==> src/rtl/display_pkg.sv <==
// Shared definitions for the multiplexed hex display driver: scan states,
// digit count and the dwell counter sizing helper.
package display_pkg;

    localparam int NUM_DIGITS = 4;

    typedef enum logic [1:0] {
        OFF = 2'd0,
        ON  = 2'd1,
        GAP = 2'd2
    } scan_state_e;

    // Bits needed to hold max(a, b) - 1; never less than one bit.
    function automatic int cnt_width(input int a, input int b);
        int m;
        m = (a > b) ? a : b;
        return (m < 2) ? 1 : $clog2(m);
    endfunction

endpackage

==> src/rtl/dwell_counter.sv <==
// Down-counter for the ON/GAP dwell: load the terminal value, done is high
// once the count has reached zero. Saturates at zero, never wraps.
module dwell_counter #(
    parameter int WIDTH = 16
) (
    input  logic             clk,
    input  logic             rst_n,
    input  logic             load_i,
    input  logic [WIDTH-1:0] value_i,
    output logic             done_o
);

    logic [WIDTH-1:0] count_q;

    always_ff @(posedge clk or negedge rst_n) begin
        if (!rst_n) begin
            count_q <= '0;
        end else if (load_i) begin
            count_q <= value_i;
        end else if (count_q != '0) begin
            count_q <= count_q - 1'b1;
        end
    end

    assign done_o = (count_q == '0);

endmodule

==> src/rtl/hex_scan_driver.sv <==
// Four-digit multiplexed hex display scanner with anti-ghosting gaps,
// double-buffered value loading at frame boundaries and leading-zero blanking.
module hex_scan_driver
    import display_pkg::*;
#(
    parameter int SCAN_DIV = 50000,
    parameter int GAP_CYC  = 500
) (
    input  logic        clk,
    input  logic        rst_n,
    input  logic        enable,
    input  logic        load_valid,
    output logic        load_ready,
    input  logic [15:0] load_data,
    input  logic [3:0]  load_dp,
    input  logic        blank_lz,
    output logic [3:0]  hex_out,
    output logic [3:0]  an_n,
    output logic        dp_n,
    output logic [1:0]  digit_idx
);

    localparam int CW = cnt_width(SCAN_DIV, GAP_CYC);
    localparam logic [CW-1:0] ON_LAST  = CW'(SCAN_DIV - 1);
    localparam logic [CW-1:0] GAP_LAST = CW'(GAP_CYC - 1);

    scan_state_e state_q, state_d;
    logic [1:0]  idx_q, idx_d;
    logic        cnt_load;
    logic [CW-1:0] cnt_value;
    logic        cnt_done;

    logic [15:0] active_q, active_d;
    logic [3:0]  active_dp_q, active_dp_d;
    logic [15:0] pend_q, pend_d;
    logic [3:0]  pend_dp_q, pend_dp_d;
    logic        pend_full_q, pend_full_d;

    logic [3:0]  an_n_q, an_n_d;
    logic        dp_n_q, dp_n_d;
    logic [3:0]  hex_q, hex_d;

    logic        accept;
    logic        frame_end;
    logic [NUM_DIGITS-1:0] lead_zero;

    dwell_counter #(
        .WIDTH (CW)
    ) u_dwell (
        .clk     (clk),
        .rst_n   (rst_n),
        .load_i  (cnt_load),
        .value_i (cnt_value),
        .done_o  (cnt_done)
    );

    always_ff @(posedge clk or negedge rst_n) begin
        if (!rst_n) begin
            state_q <= OFF;
            idx_q   <= '0;
        end else begin
            state_q <= state_d;
            idx_q   <= idx_d;
        end
    end

    always_comb begin
        state_d   = state_q;
        idx_d     = idx_q;
        cnt_load  = 1'b0;
        cnt_value = '0;
        if (!enable) begin
            state_d  = OFF;
            idx_d    = '0;
            cnt_load = 1'b1;
        end else begin
            case (state_q)
                OFF: begin
                    state_d   = ON;
                    idx_d     = '0;
                    cnt_load  = 1'b1;
                    cnt_value = ON_LAST;
                end
                ON: begin
                    if (cnt_done) begin
                        state_d   = GAP;
                        cnt_load  = 1'b1;
                        cnt_value = GAP_LAST;
                    end
                end
                GAP: begin
                    if (cnt_done) begin
                        state_d   = ON;
                        idx_d     = idx_q + 2'd1;
                        cnt_load  = 1'b1;
                        cnt_value = ON_LAST;
                    end
                end
                default: begin
                    state_d  = OFF;
                    idx_d    = '0;
                    cnt_load = 1'b1;
                end
            endcase
        end
    end

    // A load arriving exactly on a frame boundary bypasses pending entirely.
    assign load_ready = !pend_full_q;
    assign accept     = load_valid && !pend_full_q;
    assign frame_end  = (state_q == OFF) ||
                        ((state_q == GAP) && cnt_done && (idx_q == 2'd3));

    always_comb begin
        active_d    = active_q;
        active_dp_d = active_dp_q;
        pend_d      = pend_q;
        pend_dp_d   = pend_dp_q;
        pend_full_d = pend_full_q;
        if (frame_end) begin
            pend_full_d = 1'b0;
            if (accept) begin
                active_d    = load_data;
                active_dp_d = load_dp;
            end else if (pend_full_q) begin
                active_d    = pend_q;
                active_dp_d = pend_dp_q;
            end
        end else if (accept) begin
            pend_d      = load_data;
            pend_dp_d   = load_dp;
            pend_full_d = 1'b1;
        end
    end

    // Digit i is a leading zero when it and every higher nibble are zero.
    assign lead_zero[0] = 1'b0;
    generate
        for (genvar gi = 1; gi < NUM_DIGITS; gi++) begin : g_lz
            assign lead_zero[gi] = (active_d[15:4*gi] == '0);
        end
    endgenerate

    always_comb begin
        an_n_d = 4'hF;
        dp_n_d = 1'b1;
        hex_d  = hex_q;
        if (state_d == ON) begin
            hex_d = active_d[{idx_d, 2'b00} +: 4];
            if (!(blank_lz && lead_zero[idx_d])) begin
                an_n_d[idx_d] = 1'b0;
                dp_n_d        = ~active_dp_d[idx_d];
            end
        end
    end

    always_ff @(posedge clk or negedge rst_n) begin
        if (!rst_n) begin
            active_q    <= '0;
            active_dp_q <= '0;
            pend_q      <= '0;
            pend_dp_q   <= '0;
            pend_full_q <= 1'b0;
            an_n_q      <= 4'hF;
            dp_n_q      <= 1'b1;
            hex_q       <= '0;
        end else begin
            active_q    <= active_d;
            active_dp_q <= active_dp_d;
            pend_q      <= pend_d;
            pend_dp_q   <= pend_dp_d;
            pend_full_q <= pend_full_d;
            an_n_q      <= an_n_d;
            dp_n_q      <= dp_n_d;
            hex_q       <= hex_d;
        end
    end

    assign an_n      = an_n_q;
    assign dp_n      = dp_n_q;
    assign hex_out   = hex_q;
    assign digit_idx = idx_q;

endmodule
==> config.mk <==
export PLATFORM = sky130hd
export DESIGN_NAME = hex_scan_driver
export DESIGN_NICKNAME = d
export VERILOG_FILES = /design/src/rtl/display_pkg.sv /design/src/rtl/dwell_counter.sv /design/src/rtl/hex_scan_driver.sv
export SDC_FILE = /design/constraint.sdc
export NUM_CORES = 1
export LEC_CHECK = 0
export BUFFER_PORTS_ARGS = -buffer_cell sky130_fd_sc_hd__buf_2
export CORE_ASPECT_RATIO = 0.9
export CORE_MARGIN = 1.5
export CORE_UTILIZATION = 40
export DETAILED_ROUTE_END_ITERATION = 6
export HOLD_SLACK_MARGIN = 0.08
export PLACE_DENSITY_LB_ADDON = 0.25
export RECOVER_POWER = 100
export SLEW_MARGIN = 20
export SYNTH_ARGS = -nofsm -noshare
export SYNTH_HDL_FRONTEND = slang
export SYNTH_SLANG_ARGS = --single-unit
==> constraint.sdc <==
create_clock -name clk -period 3.6 [get_ports clk]
set_input_delay 0.72 -clock clk [delete_from_list [all_inputs] [get_ports clk]]
set_output_delay 0.72 -clock clk [all_outputs]
set_load 0.01 [all_outputs]
Yosys cells after proc, flatten, opt, wreduce, memory -nomap -nowiden
Cells that the tools add are included.
Word-level totals
  register bits: 70
  input bits: 25
  output and inout bits: 12
  word-level logic and storage cells: 74
Cells by class
  add/subtract/negate cells: 2
  $lt $le $gt $ge: 2
  equal/unequal tests: 4
  shift-type cells: 1
  multiplexer cells: 34
  bitwise logic cells: 3
  reduce and logical (&&, ||, !) cells: 17
Operators by type and width (number)
  2-to-1 mux 16 bit: 7
  one-hot mux 16 bit (3 select lines): 1
  2-to-1 mux 4 bit: 5
  zero test 16 bit: 1
  nonzero test 16 bit: 1
  indexed part select 16 x 5 -> 4 bit: 1
  subtractor 16 x 1 -> 16 bit, second input constant: 1
  zero test 12 bit: 1
  2-to-1 mux 1 bit: 10
  2-to-1 mux 2 bit: 5
  2-to-1 mux 9 bit: 1
  zero test 8 bit: 1
  one-hot mux 2 bit (3 select lines): 1
  logical AND 1 bit: 5
  binary-select mux 1 bit (select 2 bit): 2
  equality test 2 x 1 -> 1 bit, second input constant: 2
  equality test 2 bit, second input constant: 2
  zero test 4 bit: 1
  inverter 4 bit: 1
  one-hot mux 2 bit (2 select lines): 1
  nonzero test 2 bit: 2
  < comparator 2 x 3 -> 1 bit, second input constant: 1
  adder 2 x 1 -> 2 bit, second input constant: 1
  demux 1 bit (select 2 bit): 1
  7 further kinds: 8

Depth between registers and ports, before layout
Gate-level depths: netlist of the first run.
  depth in word-level cells: 11
  depth in mapped cells: 13

Hierarchy
A second synthesis of the first run with hierarchy kept.
Unflattened totals
  cell total of the unflattened synthesis: 343
  area, all modules: 3688.5 µm²
Modules (own cells, without submodules)
  hex_scan_driver: instances 1, cells each 239, area an instance 2682.6 µm², seq. area each 1357.6 µm²
  dwell_counter: instances 1, cells each 104, area an instance 1006.0 µm², seq. area each 400.4 µm²

Least setup slack after synthesis of the first run
No wires, ideal clock.
  path kind: register -> register
  start point: register u_dwell.count_q[0]
  end point: register hex_q[1], in the netlist hex_out[1]
  setup time: 0.130 ns
  arrival: 2.740 ns
  required time: 3.470 ns
  slack: 0.729 ns
  stages on the path, launching flop included: 13
  buffers on the path: 3
  path through: dfrtp_1 -> inv_1 -> ha_1 -> or3b_1 -> buf_2 -> or4_4 -> buf_6 -> nand3_1 -> a31o_2 -> buf_2 -> mux2_1 -> a22oi_1 -> nand3_1
Between the ends
  cells in the longest elaborated chain, start to end: 6
  elaborated cells on any way between the ends: 14
  classes of those cells: eq/ne: 1; shift: 1; mux: 8; reduce/logical: 4
Ends and longest elaborated chain
  from (decl): RTL line dwell_counter.sv:13  | logic [WIDTH-1:0] count_q;
  from (signal assigned): RTL line dwell_counter.sv:19  | count_q <= value_i;
  from (signal assigned): RTL line dwell_counter.sv:21  | count_q <= count_q - 1'b1;
  zero test 16 bit (*): RTL line dwell_counter.sv:25  | assign done_o = (count_q == '0);
  branches (longest 5 deep; another with indexed part select 16 x 5 -> 4 bit)
  to (signal assigned): RTL line hex_scan_driver.sv:166  | hex_q <= '0;
  to (signal assigned): RTL line hex_scan_driver.sv:175  | hex_q <= hex_d;
  to (decl): RTL line hex_scan_driver.sv:41  | logic [3:0] hex_q, hex_d;
Every way passes the cells marked *.
A chain may end at the register's enable or synchronous reset.

Worst setup path in the final report of the first run
  start point: register u_dwell.count_q[1]
  end point: register hex_q[0], in the netlist hex_out[0]
Between the ends
  cells in the longest elaborated chain, start to end: 6
  elaborated cells on any way between the ends: 14
  classes of those cells: eq/ne: 1; shift: 1; mux: 8; reduce/logical: 4
Ends and longest elaborated chain
  zero test 16 bit: RTL line dwell_counter.sv:25
  logical AND 1 bit (2 in a row): RTL line hex_scan_driver.sv:112  | ((state_q == GAP) && cnt_done && (idx_q == 2'd3));
  logical OR 1 bit: RTL line hex_scan_driver.sv:111  | assign frame_end = (state_q == OFF) ||
  2-to-1 mux 16 bit: RTL line hex_scan_driver.sv:120  | if (frame_end) begin
  via active_d[4]: RTL line hex_scan_driver.sv:33  | logic [15:0] active_q, active_d;
  indexed part select 16 x 5 -> 4 bit: RTL line hex_scan_driver.sv:149  | hex_d = active_d[{idx_d, 2'b00} +: 4];
The timed path passes the listed nets, and every way through them passes these cells.

==> flow_summary.json, run 1 <==
{
  "irDropWorstVdd_mv": 0.3272,
  "clock_tree.buffer_depth": 2,
  "power.sequential.fraction": 0.378,
  "period_share": 0.9020,
  "commonest_non_fill_non_tap_cells_in_the_layout": "dfrtp_1, nor2_1, o21ai_0",
  "endpoint_kind": "flop",
  "synth_seq_cells": 70,
  "firstDrtPassIters": 5,
  "synth_seq_area_share": 0.4574,
  "timing.clock.skew_ns": 0.01434,
  "remaining_drc_errors": 0,
  "cts-root-buf": "clkbuf_8",
  "start_util": 0.4174,
  "dieHeight_microns": 96.00,
  "timing.max_slew.rel_slack": -0.2547,
  "worst_ep_required_time_ns": 3.81,
  "antennaDiodeCount": 0,
  "clkTransAtPathRegs_ns": 0.08,
  "dominantRegCellSynth": "dfrtp_1",
  "track_usage": 0.2051,
  "post-dp-hpwl_microns": 6914,
  "finalCriticalPeriod_ns": 3.247,
  "finalWorstSetupSlack_ns": 0.3527,
  "power.static_leakage_nw": 1.809,
  "report.final.hold_viol_count": 0,
  "synthesis.area_per_instance_sq_um": 9.856,
  "cts.hold.buffers_added": 0,
  "minimum_setup_slack_among_reg_to_reg_paths_ns": 0.35,
  "via_total_after_detailed_routing": 3166,
  "global_route_wire_length_before_repair_microns": 16170,
  "ioPinCount": 37,
  "synthesis.area_sq_um": 3844,
  "avgRoutedWirePerCell_microns": 17.51,
  "critPathMaxFanout": 12,
  "cellPowerDensity_nw_per_um2": 834.4,
  "areaGrowthSynthToFinish_pct": 13.61,
  "detail-route-antenna-nets": 0,
  "most_common_cell_after_layout_fill_and_taps_aside": "dfrtp_1",
  "preCtsSetupSlack_ns": 0.3695,
  "fin_nets": 453,
  "violations_in_the_final_reports": "max-capacitance violations, max-slew violations",
  "critical_path_arrival_ns": 3.46,
  "route.detailed.vias_per_inst": 5.767,
  "post_cts.resized_instances": 0,
  "p_sw_mw": 1.407,
  "synth_edf_count": 0,
  "outcome": "finished with violations",
  "maximum_number_of_pins_on_one_net_before_global_route_repair": 35,
  "crit_path_start_kind": "flop",
  "routabilityCongestion": 0.8855,
  "vias_in_the_first_global_route": 3091,
  "drt_wl_total_microns": 9615,
  "timing.hold.worst.class": "flop to flop",
  "clkSinkCount": 70,
  "antenna_found_initial": 0,
  "tritoncts.num_buffers": 9,
  "rows": 33,
  "synth.top_cell.area_share": 0.4232,
  "syn_inst": 390,
  "worstSetupPathType": "flop to flop",
  "fmaxAchievable_mhz": 307.9,
  "unrepaired_setup_endpoints_after_global_routing": "no",
  "yosys_warning_total": 0,
  "grt_overflow": 0,
  "clock_tree_from_tritoncts": "yes",
  "i_o_buffers": 36,
  "post_route_cells_drive_above_1_share": 0.1827,
  "async_reset_ff_frac": 1.000,
  "pwr-share-comb": 0.407,
  "share_of_total_power_in_the_clock_network": 0.215,
  "ys_top_cells_by_area": "dfrtp_1, nor2_1, dfstp_2",
  "synth_largest_area_cell": "dfrtp_1",
  "power_report.internal_total_mw": 2.237,
  "clock_tree.htree_level_count": 3,
  "synth_cell_types": 63,
  "slew_violations": 35,
  "core_sq_um": 9208,
  "setup_violations": 0,
  "floorplan.die_area_sq_um": 10210,
  "die_width_microns": 106.3,
  "insertion_delay_ns": 0.36,
  "cts_post_setup_buffers_inserted": 0,
  "switching_share": 0.3861,
  "cap_violations": 1,
  "totalNegativeSetupSlack_ns": 0,
  "syn_nets": 421,
  "slew_at_the_pin_with_the_worst_max_slew_slack_ns": 1.882,
  "drt_iter0_drc": 179
}
[through the flow]
| stage | util | power, mW | instances | instance area (sq um) | hold slack, ns |
|---|---|---|---|---|---|
| 2_1_floorplan | - | 2.456 | 390 | 3844 | 0.4244 |
| 3_3_place_gp | 0.4514 | 2.844 | 533 | 4156 | 0.4868 |
| 3_5_place_dp | 0.4514 | 2.882 | 533 | 4156 | 0.4922 |
| 4_1_cts | 0.4782 | 3.679 | 549 | 4403 | 0.4663 |
| 5_1_grt | 0.4742 | 3.911 | 549 | 4367 | 0.5350 |
| 6_report | 0.4742 | 3.643 | 549 | 4367 | 0.5077 |
[cell families after synthesis]
kind of cell | count (synthesis) | share of synthesized area
adders and majority gates | 6 | 0.01953
and+or+nand+nor | 124 | 0.1683
xor gates and xnor gates | 12 | 0.02734
buffers and inverters | 39 | 0.04232
DFF | 70 | 0.4574
AOI/OAI and AO/OA | 114 | 0.2132
muxes | 25 | 0.07194
[sequential cells by signal, summed over array words and instances, names as in the netlist]
name	cells
active_dp_q	4
pend_q	16
pend_dp_q	4
hex_out	4
u_dwell.count_q	16
pend_full_q	1
digit_idx	2
dp_n	1
an_n	4
state_q	2
active_q	16
[worst max-delay path, stage by stage (launching register included)]
cell       delay, ns
dfrtp_1         0.39
inv_1           0.06
ha_1            0.16
or3b_1          0.47
nor4_4          0.63
a21oi_1         0.18
clkbuf_1        0.33
a211o_1         0.45
mux2i_1         0.22
o2bb2ai_1       0.14
a31oi_1         0.06
[path summary, 6_finish.rpt]
kind / from / endpoint / depth (start not counted)
max in group asynchronous: rst_n / u_dwell.count_q[12] / 2
setup / recovery: u_dwell.count_q[1] / hex_out[0] / 10
min in group asynchronous: rst_n / pend_q[4] / 1
hold reg to reg: pend_q[2] / pend_q[2] / 1
setup reg to reg: u_dwell.count_q[1] / hex_out[0] / 10
hold / removal: pend_q[2] / pend_q[2] / 1
[cells in the mapped netlist, drive strengths merged, types with 5 or more instances]
cell    count
a211o       5
o211ai      7
nor2       38
clkbuf     16
nand2b     14
xnor2       8
or3         5
o221a       6
buf         9
a22oi       6
o32ai       5
dfrtp      65
or4         5
mux2i       7
dfstp       5
o21ai      27
a31oi      14
o22ai       5
nor3        7
a21oi      13
mux2       18
nand3      16
a21boi      5
ha          6
inv        14
nand2      20
[final cells by class]
class,instances,area (sq um)
fillers,884,4841
multi-input cells,281,1921
flip-flops and latches,70,1758
repair buffers,46,236.5
well taps,122,152.6
clock buffers,9,123.9
clock inverters,7,122.6
inverters,14,52.55
[metal layers]
layer / GRT usage / vias to the layer above / routed length [microns]
met2: 0.3183 / 73 / 4302
met3: 0.04265 / 11 / 412
met4: 0.05631 / 0 / 97
li1: - / 1507 / -
met5: 0 / - / 0
met1: 0.2917 / 1575 / 4802
[power groups by stage]
stage	registers, mW	clock network, mW	logic, mW
after global routing	1.42	0.829	1.66
after floorplan	1.32	0	1.14
final	1.38	0.784	1.48
after CTS	1.37	0.800	1.50
after global placement	1.37	0	1.47
after detailed placement	1.39	0	1.49
Note: power is estimated with default switching activity, not from simulation.
==> run 2, diff against run 1 <==
--- a/config.mk
+++ b/config.mk
@@ -6,8 +6,7 @@
 export NUM_CORES = 1
 export LEC_CHECK = 0
 export BUFFER_PORTS_ARGS = -buffer_cell sky130_fd_sc_hd__buf_2
-export CORE_ASPECT_RATIO = 0.9
-export CORE_MARGIN = 1.5
+export CORE_ASPECT_RATIO = 1.75
 export CORE_UTILIZATION = 40
 export DETAILED_ROUTE_END_ITERATION = 6
 export HOLD_SLACK_MARGIN = 0.08
==> flow_summary.json, run 2 (same netlist as run 1, synthesis figures left out) <==
{
  "clkSinkCount": 70,
  "avgRoutedWirePerCell_microns": 17.88,
  "floorplan.die_area_sq_um": 10020,
  "power.static_leakage_nw": 1.849,
  "clock_tree_from_tritoncts": "yes",
  "routabilityCongestion": 0.8736,
  "cap_violations": 1,
  "clock_tree.buffer_depth": 2,
  "drt_iter0_drc": 133,
  "areaGrowthSynthToFinish_pct": 15.04,
  "dieHeight_microns": 131.7,
  "multiInputGateArea_sq_um": 1916,
  "number_of_cells_on_the_critical_path": 10,
  "critical_path_arrival_ns": 3.45,
  "pwr-share-comb": 0.396,
  "remaining_drc_errors": 0,
  "grt_overflow": 0,
  "core_sq_um": 9409,
  "power_report.internal_total_mw": 2.350,
  "via_total_after_detailed_routing": 3134,
  "fmaxAchievable_mhz": 308.4,
  "cts-root-buf": "clkbuf_16",
  "timing.clock.skew_ns": 0.005058,
  "top_regs": "active_q x16, pend_q x16, u_dwell.count_q x16",
  "post-dp-hpwl_microns": 7337,
  "clkTransAtPathRegs_ns": 0.06,
  "antenna_found_initial": 0,
  "cellPowerDensity_nw_per_um2": 850.8,
  "crit_path_cell_trace": "inv_1 > ha_1 > or3b_1 > or4_4 > o21ai_0 > buf_12 > a311oi_1 > mux2_1 > a22oi_2 > o21ai_1",
  "ioPinCount": 37,
  "tritoncts.num_buffers": 9,
  "power.sequential.fraction": 0.367,
  "crit_path_start_kind": "flop",
  "timing.max_slew.rel_slack": -0.2443,
  "worstSetupPathType": "flop to flop",
  "drt_wl_total_microns": 9836,
  "clock_tree.htree_level_count": 3,
  "route.detailed.vias_per_inst": 5.698,
  "unrepaired_setup_endpoints_after_global_routing": "no",
  "finalCriticalPeriod_ns": 3.243,
  "track_usage": 0.2137,
  "slew_at_the_pin_with_the_worst_max_slew_slack_ns": 1.866,
  "preCtsSetupSlack_ns": 0.3602,
  "timing.hold.worst.class": "primary input to async pin",
  "share_of_total_power_in_the_clock_network": 0.236,
  "vias_in_the_first_global_route": 3314,
  "start_util": 0.4085,
  "r2r_cells": 10,
  "post_cts.resized_instances": 0,
  "critPathMaxFanout": 21,
  "slew_violations": 35,
  "ff_latch_area_sq_um": 1758,
  "cts.hold.buffers_added": 0,
  "post_route_cells_drive_above_1_share": 0.1822,
  "cell_type_group_with_the_largest_total_delay_on_the_critical_path": "simple AND/OR/NAND/NOR gates",
  "detail-route-antenna-nets": 0,
  "antennaDiodeCount": 0,
  "endpoint_kind": "flop",
  "slowest_stage": "or4_4",
  "cts_post_setup_buffers_inserted": 0,
  "worst-path-buf-inv": 2,
  "most_common_cell_after_layout_fill_and_taps_aside": "dfrtp_1",
  "totalNegativeSetupSlack_ns": 0,
  "global_route_wire_length_before_repair_microns": 16710,
  "irDropWorstVdd_mv": 0.3866,
  "outcome": "finished with violations",
  "fillCellCount": 943,
  "i_o_buffers": 36,
  "maximum_number_of_pins_on_one_net_before_global_route_repair": 35,
  "rows": 47,
  "insertion_delay_ns": 0.33,
  "die_width_microns": 76.10,
  "firstDrtPassIters": 4,
  "worst_ep_required_time_ns": 3.80,
  "p_sw_mw": 1.412,
  "fin_nets": 454,
  "critical-path-max-stage-delay_ns": 0.66,
  "finalWorstSetupSlack_ns": 0.3574,
  "commonest_non_fill_non_tap_cells_in_the_layout": "dfrtp_1, nor2_1, o21ai_0",
  "setup_violations": 0,
  "switching_share": 0.3754,
  "report.final.hold_viol_count": 0,
  "period_share": 0.9007,
  "violations_in_the_final_reports": "max-capacitance violations, max-slew violations"
}
[run 2: cell count changes in the layout (fill, tap and decap cells not counted), sizes merged]
| cell | previous run | this run |
|---|---|---|
| clkbuf | 26 | 29 |
| bufinv | 3 | 1 |
| clkinvlp | 2 | 0 |
| buf | 29 | 30 |
| clkinv | 2 | 3 |
[run 2: per-stage QoR]
step / hold slack (ns) / area (sq um) / total power, mW / utilization / instances
6_report: 0.4607 / 4422 / 3.762 / 0.4699 / 550
5_1_grt: 0.5130 / 4422 / 4.028 / 0.4699 / 550
4_1_cts: 0.2837 / 4466 / 3.821 / 0.4746 / 550
3_5_place_dp: 0.4875 / 4164 / 2.909 / 0.4426 / 534
3_3_place_gp: 0.4820 / 4164 / 2.879 / 0.4426 / 534
2_1_floorplan: 0.4244 / 3844 / 2.456 / - / 390
[run 2: worst reg2reg max path: cells and delay by family, from the launching register on]
kind	cells	cell delay, ns
AO/OA/AOI/OAI	4	0.76
AND/OR/NAND/NOR	2	1.13
buffers and inverters	2	0.28
multiplexers	1	0.39
flip-flops	1	0.38
adder cells (fa/ha/maj)	1	0.17
[run 2: per-layer routing]
layer / routed length [microns] / GRT usage / vias to the layer above
met1: 3923 / 0.2332 / 1563
met2: 5361 / 0.3854 / 53
met3: 235 / 0.04028 / 15
met4: 315 / 0.1143 / 0
li1: - / - / 1503
met5: 0 / 0 / -
[run 2: area by class of cell]
class                      count  area share
multi-input combinational    281      0.4332
sequential                    70      0.3976
clock buffer                  12     0.05801
timing repair buffer          47     0.05461
tap                          122     0.03452
inverter                      14     0.01188
clock inverter                 4     0.01019
[run 2: worst paths after layout]
| check | start | to | slack [ns] |
|---|---|---|---|
| setup reg to reg | u_dwell.count_q[0] | hex_out[2] | 0.36 |
| hold reg to reg | pend_q[2] | pend_q[2] | 0.50 |
| max in group asynchronous | rst_n | hex_out[2] | 0.92 |
| min in group clk | pend_q[2] | pend_q[2] | 0.50 |
| hold / removal | rst_n | active_q[15] | 0.46 |
| setup / recovery | u_dwell.count_q[0] | hex_out[2] | 0.36 |
[run 2: power groups by stage]
stage	Sequential [mW]	Clock [mW]	Combinational, mW
floorplan	1.32	0	1.14
global placement	1.38	0	1.50
detailed placement	1.39	0	1.52
CTS	1.38	0.915	1.53
global route	1.43	0.946	1.65
finish	1.38	0.890	1.49
==> run 3, diff against run 2 <==
--- a/config.mk
+++ b/config.mk
@@ -5,10 +5,10 @@
 export SDC_FILE = /design/constraint.sdc
 export NUM_CORES = 1
 export LEC_CHECK = 0
-export BUFFER_PORTS_ARGS = -buffer_cell sky130_fd_sc_hd__buf_2
 export CORE_ASPECT_RATIO = 1.75
 export CORE_UTILIZATION = 40
 export DETAILED_ROUTE_END_ITERATION = 6
+export DONT_BUFFER_PORTS = 1
 export HOLD_SLACK_MARGIN = 0.08
 export PLACE_DENSITY_LB_ADDON = 0.25
 export RECOVER_POWER = 100
==> constraint.sdc (replaced) <==
create_clock -name clk -period 3.6 [get_ports clk]
set_input_delay 0.54 -clock clk [delete_from_list [all_inputs] [get_ports clk]]
set_output_delay 0.54 -clock clk [all_outputs]
set_load 0.01 [all_outputs]
==> flow_summary.json, run 3 (same netlist as run 1, synthesis figures left out) <==
{
  "antenna_found_initial": 0,
  "maximum_number_of_pins_on_one_net_before_global_route_repair": 71,
  "drt_wl_total_microns": 9780,
  "slew_at_the_pin_with_the_worst_max_slew_slack_ns": 1.774,
  "clock_tree.htree_level_count": 3,
  "slowest_stage": "or4_4",
  "fillCellCount": 941,
  "final_core_utilization": 0.4504,
  "firstDrtPassIters": 4,
  "fin_nets": 415,
  "areaGrowthSynthToFinish_pct": 10.25,
  "start_util": 0.4085,
  "clock_tree.buffer_depth": 2,
  "ioPinCount": 37,
  "insertion_delay_ns": 0.33,
  "worst_ep_required_time_ns": 3.84,
  "top_regs": "active_q x16, pend_q x16, u_dwell.count_q x16",
  "power.total_mw": 3.759,
  "finalNonFillerCells": 511,
  "crit_path_start_kind": "flop",
  "drt_iter0_drc": 130,
  "setup_violations": 0,
  "commonest_non_fill_non_tap_cells_in_the_layout": "dfrtp_1, nor2_1, o21ai_0",
  "timing.hold.worst.class": "primary input to flop",
  "outcome": "finished with violations",
  "tritoncts.num_buffers": 9,
  "clkTransAtPathRegs_ns": 0.06,
  "global_route_wire_length_before_repair_microns": 16350,
  "period_share": 0.9227,
  "antennaDiodeCount": 0,
  "i_o_buffers": 0,
  "routabilityCongestion": 0.8912,
  "most_common_cell_after_layout_fill_and_taps_aside": "dfrtp_1",
  "postLayoutCellArea_sq_um": 4238,
  "route.detailed.vias_per_inst": 5.986,
  "post_route_cells_drive_above_1_share": 0.1234,
  "cts-root-buf": "clkbuf_16",
  "vias_in_the_first_global_route": 3124,
  "grt_overflow": 0,
  "critPathMaxFanout": 11,
  "via_total_after_detailed_routing": 3059,
  "power.static_leakage_nw": 1.731,
  "track_usage": 0.2115,
  "timing.max_slew.rel_slack": -0.1826,
  "cell_type_group_with_the_largest_total_delay_on_the_critical_path": "simple AND/OR/NAND/NOR gates",
  "core_sq_um": 9409,
  "cap_violations": 1,
  "clkSinkCount": 70,
  "placement.cell_area_sq_um": 3941,
  "remaining_drc_errors": 0,
  "timing.clock.skew_ns": 0.006371,
  "worstSetupPathType": "flop to flop",
  "endpoint_kind": "flop",
  "finalCriticalPeriod_ns": 3.322,
  "irDropWorstVdd_mv": 0.5278,
  "finalWorstSetupSlack_ns": 0.2781,
  "dieHeight_microns": 131.7,
  "cellPowerDensity_nw_per_um2": 887.1,
  "avgRoutedWirePerCell_microns": 19.14,
  "unrepaired_setup_endpoints_after_global_routing": "no",
  "preCtsSetupSlack_ns": 0.3455,
  "crit_top_cell": "inv_1",
  "post-dp-hpwl_microns": 7019,
  "fin_hold_ws_ns": 0.3310,
  "crit_path_cell_trace": "inv_1 > ha_1 > or3b_1 > or4_4 > nand3_1 > a31o_2 > inv_1 > a221o_1 > o2111ai_2 > o211ai_1",
  "clock_tree_from_tritoncts": "yes",
  "post_cts.resized_instances": 0,
  "die_width_microns": 76.10,
  "report.final.hold_viol_count": 0,
  "fmaxAchievable_mhz": 301.0,
  "detail-route-antenna-nets": 0,
  "violations_in_the_final_reports": "max-capacitance violations, max-slew violations",
  "critical_path_arrival_ns": 3.56,
  "slew_violations": 71,
  "cell_count_post_placement": 494,
  "worst-path-buf-inv": 2,
  "rows": 47,
  "floorplan.die_area_sq_um": 10020,
  "totalNegativeSetupSlack_ns": 0,
  "critical-path-max-stage-delay_ns": 0.66
}
## run 3: cell count changes in the layout (fill, tap and decap cells not counted), moves of 2 or more
cell        previous run  this run
clkbuf_1              18         3
dfstp_1                0         5
clkinvlp_4             0         2
dfstp_2                5         0
buf_2                 24         0
## run 3: final timing paths
| kind | from | endpoint | slack [ns] | cells past startpoint |
|---|---|---|---|---|
| worst max-delay path | u_dwell.count_q[0] | an_n[1] | 0.28 | 10 |
| worst min-delay path | load_data[14] | pend_q[14] | 0.33 | 2 |
| worst max register to register | u_dwell.count_q[0] | an_n[1] | 0.28 | 10 |
| worst min register to register | u_dwell.count_q[0] | u_dwell.count_q[0] | 0.50 | 1 |
| max in group asynchronous | rst_n | digit_idx[1] | 1.88 | 1 |
| min in group asynchronous | rst_n | pend_q[7] | 0.68 | 1 |
## run 3: cell type report
class | count | area [sq um] | area share
well taps | 122 | 152.6 | 0.03602
repair buffers | 8 | 46.29 | 0.01092
clock inverters | 6 | 85.08 | 0.02008
multi-input cells | 281 | 1904 | 0.4494
inverters | 14 | 52.55 | 0.01240
clock buffers | 10 | 239.0 | 0.05639
flip-flops and latches | 70 | 1758 | 0.4148
## run 3: worst register-to-register path, stage by stage (launching register included)
cell       delay (ns)
dfrtp_1          0.39
inv_1            0.07
ha_1             0.18
or3b_1           0.45
or4_4            0.66
nand3_1          0.12
a31o_2           0.32
inv_1            0.24
a221o_1          0.41
o2111ai_2        0.26
o211ai_1         0.14
## run 3: repair_timing
action / 4_1_cts / 5_1_grt
hold buffers: 1 / 0
hold endpoints to repair: 70 / 0
setup buffers: 0 / 0
## run 3: report_power, final
part | internal [mW] | total [mW] | switching [mW]
clock | 0.622 | 0.963 | 0.340
sequential | 1.13 | 1.39 | 0.259
combinational | 0.613 | 1.41 | 0.796
total | 2.36 | 3.76 | 1.40
## run 3: metal layers
layer  GRT usage  share of wire  up-vias  routed length, microns
li1            -              -     1430                       -
met1      0.2233           0.37     1511                    3580
met2      0.3763           0.54       92                    5302
met5           0              0        -                       0
met4      0.1229          0.041        0                     405
met3     0.05208          0.050       26                     491
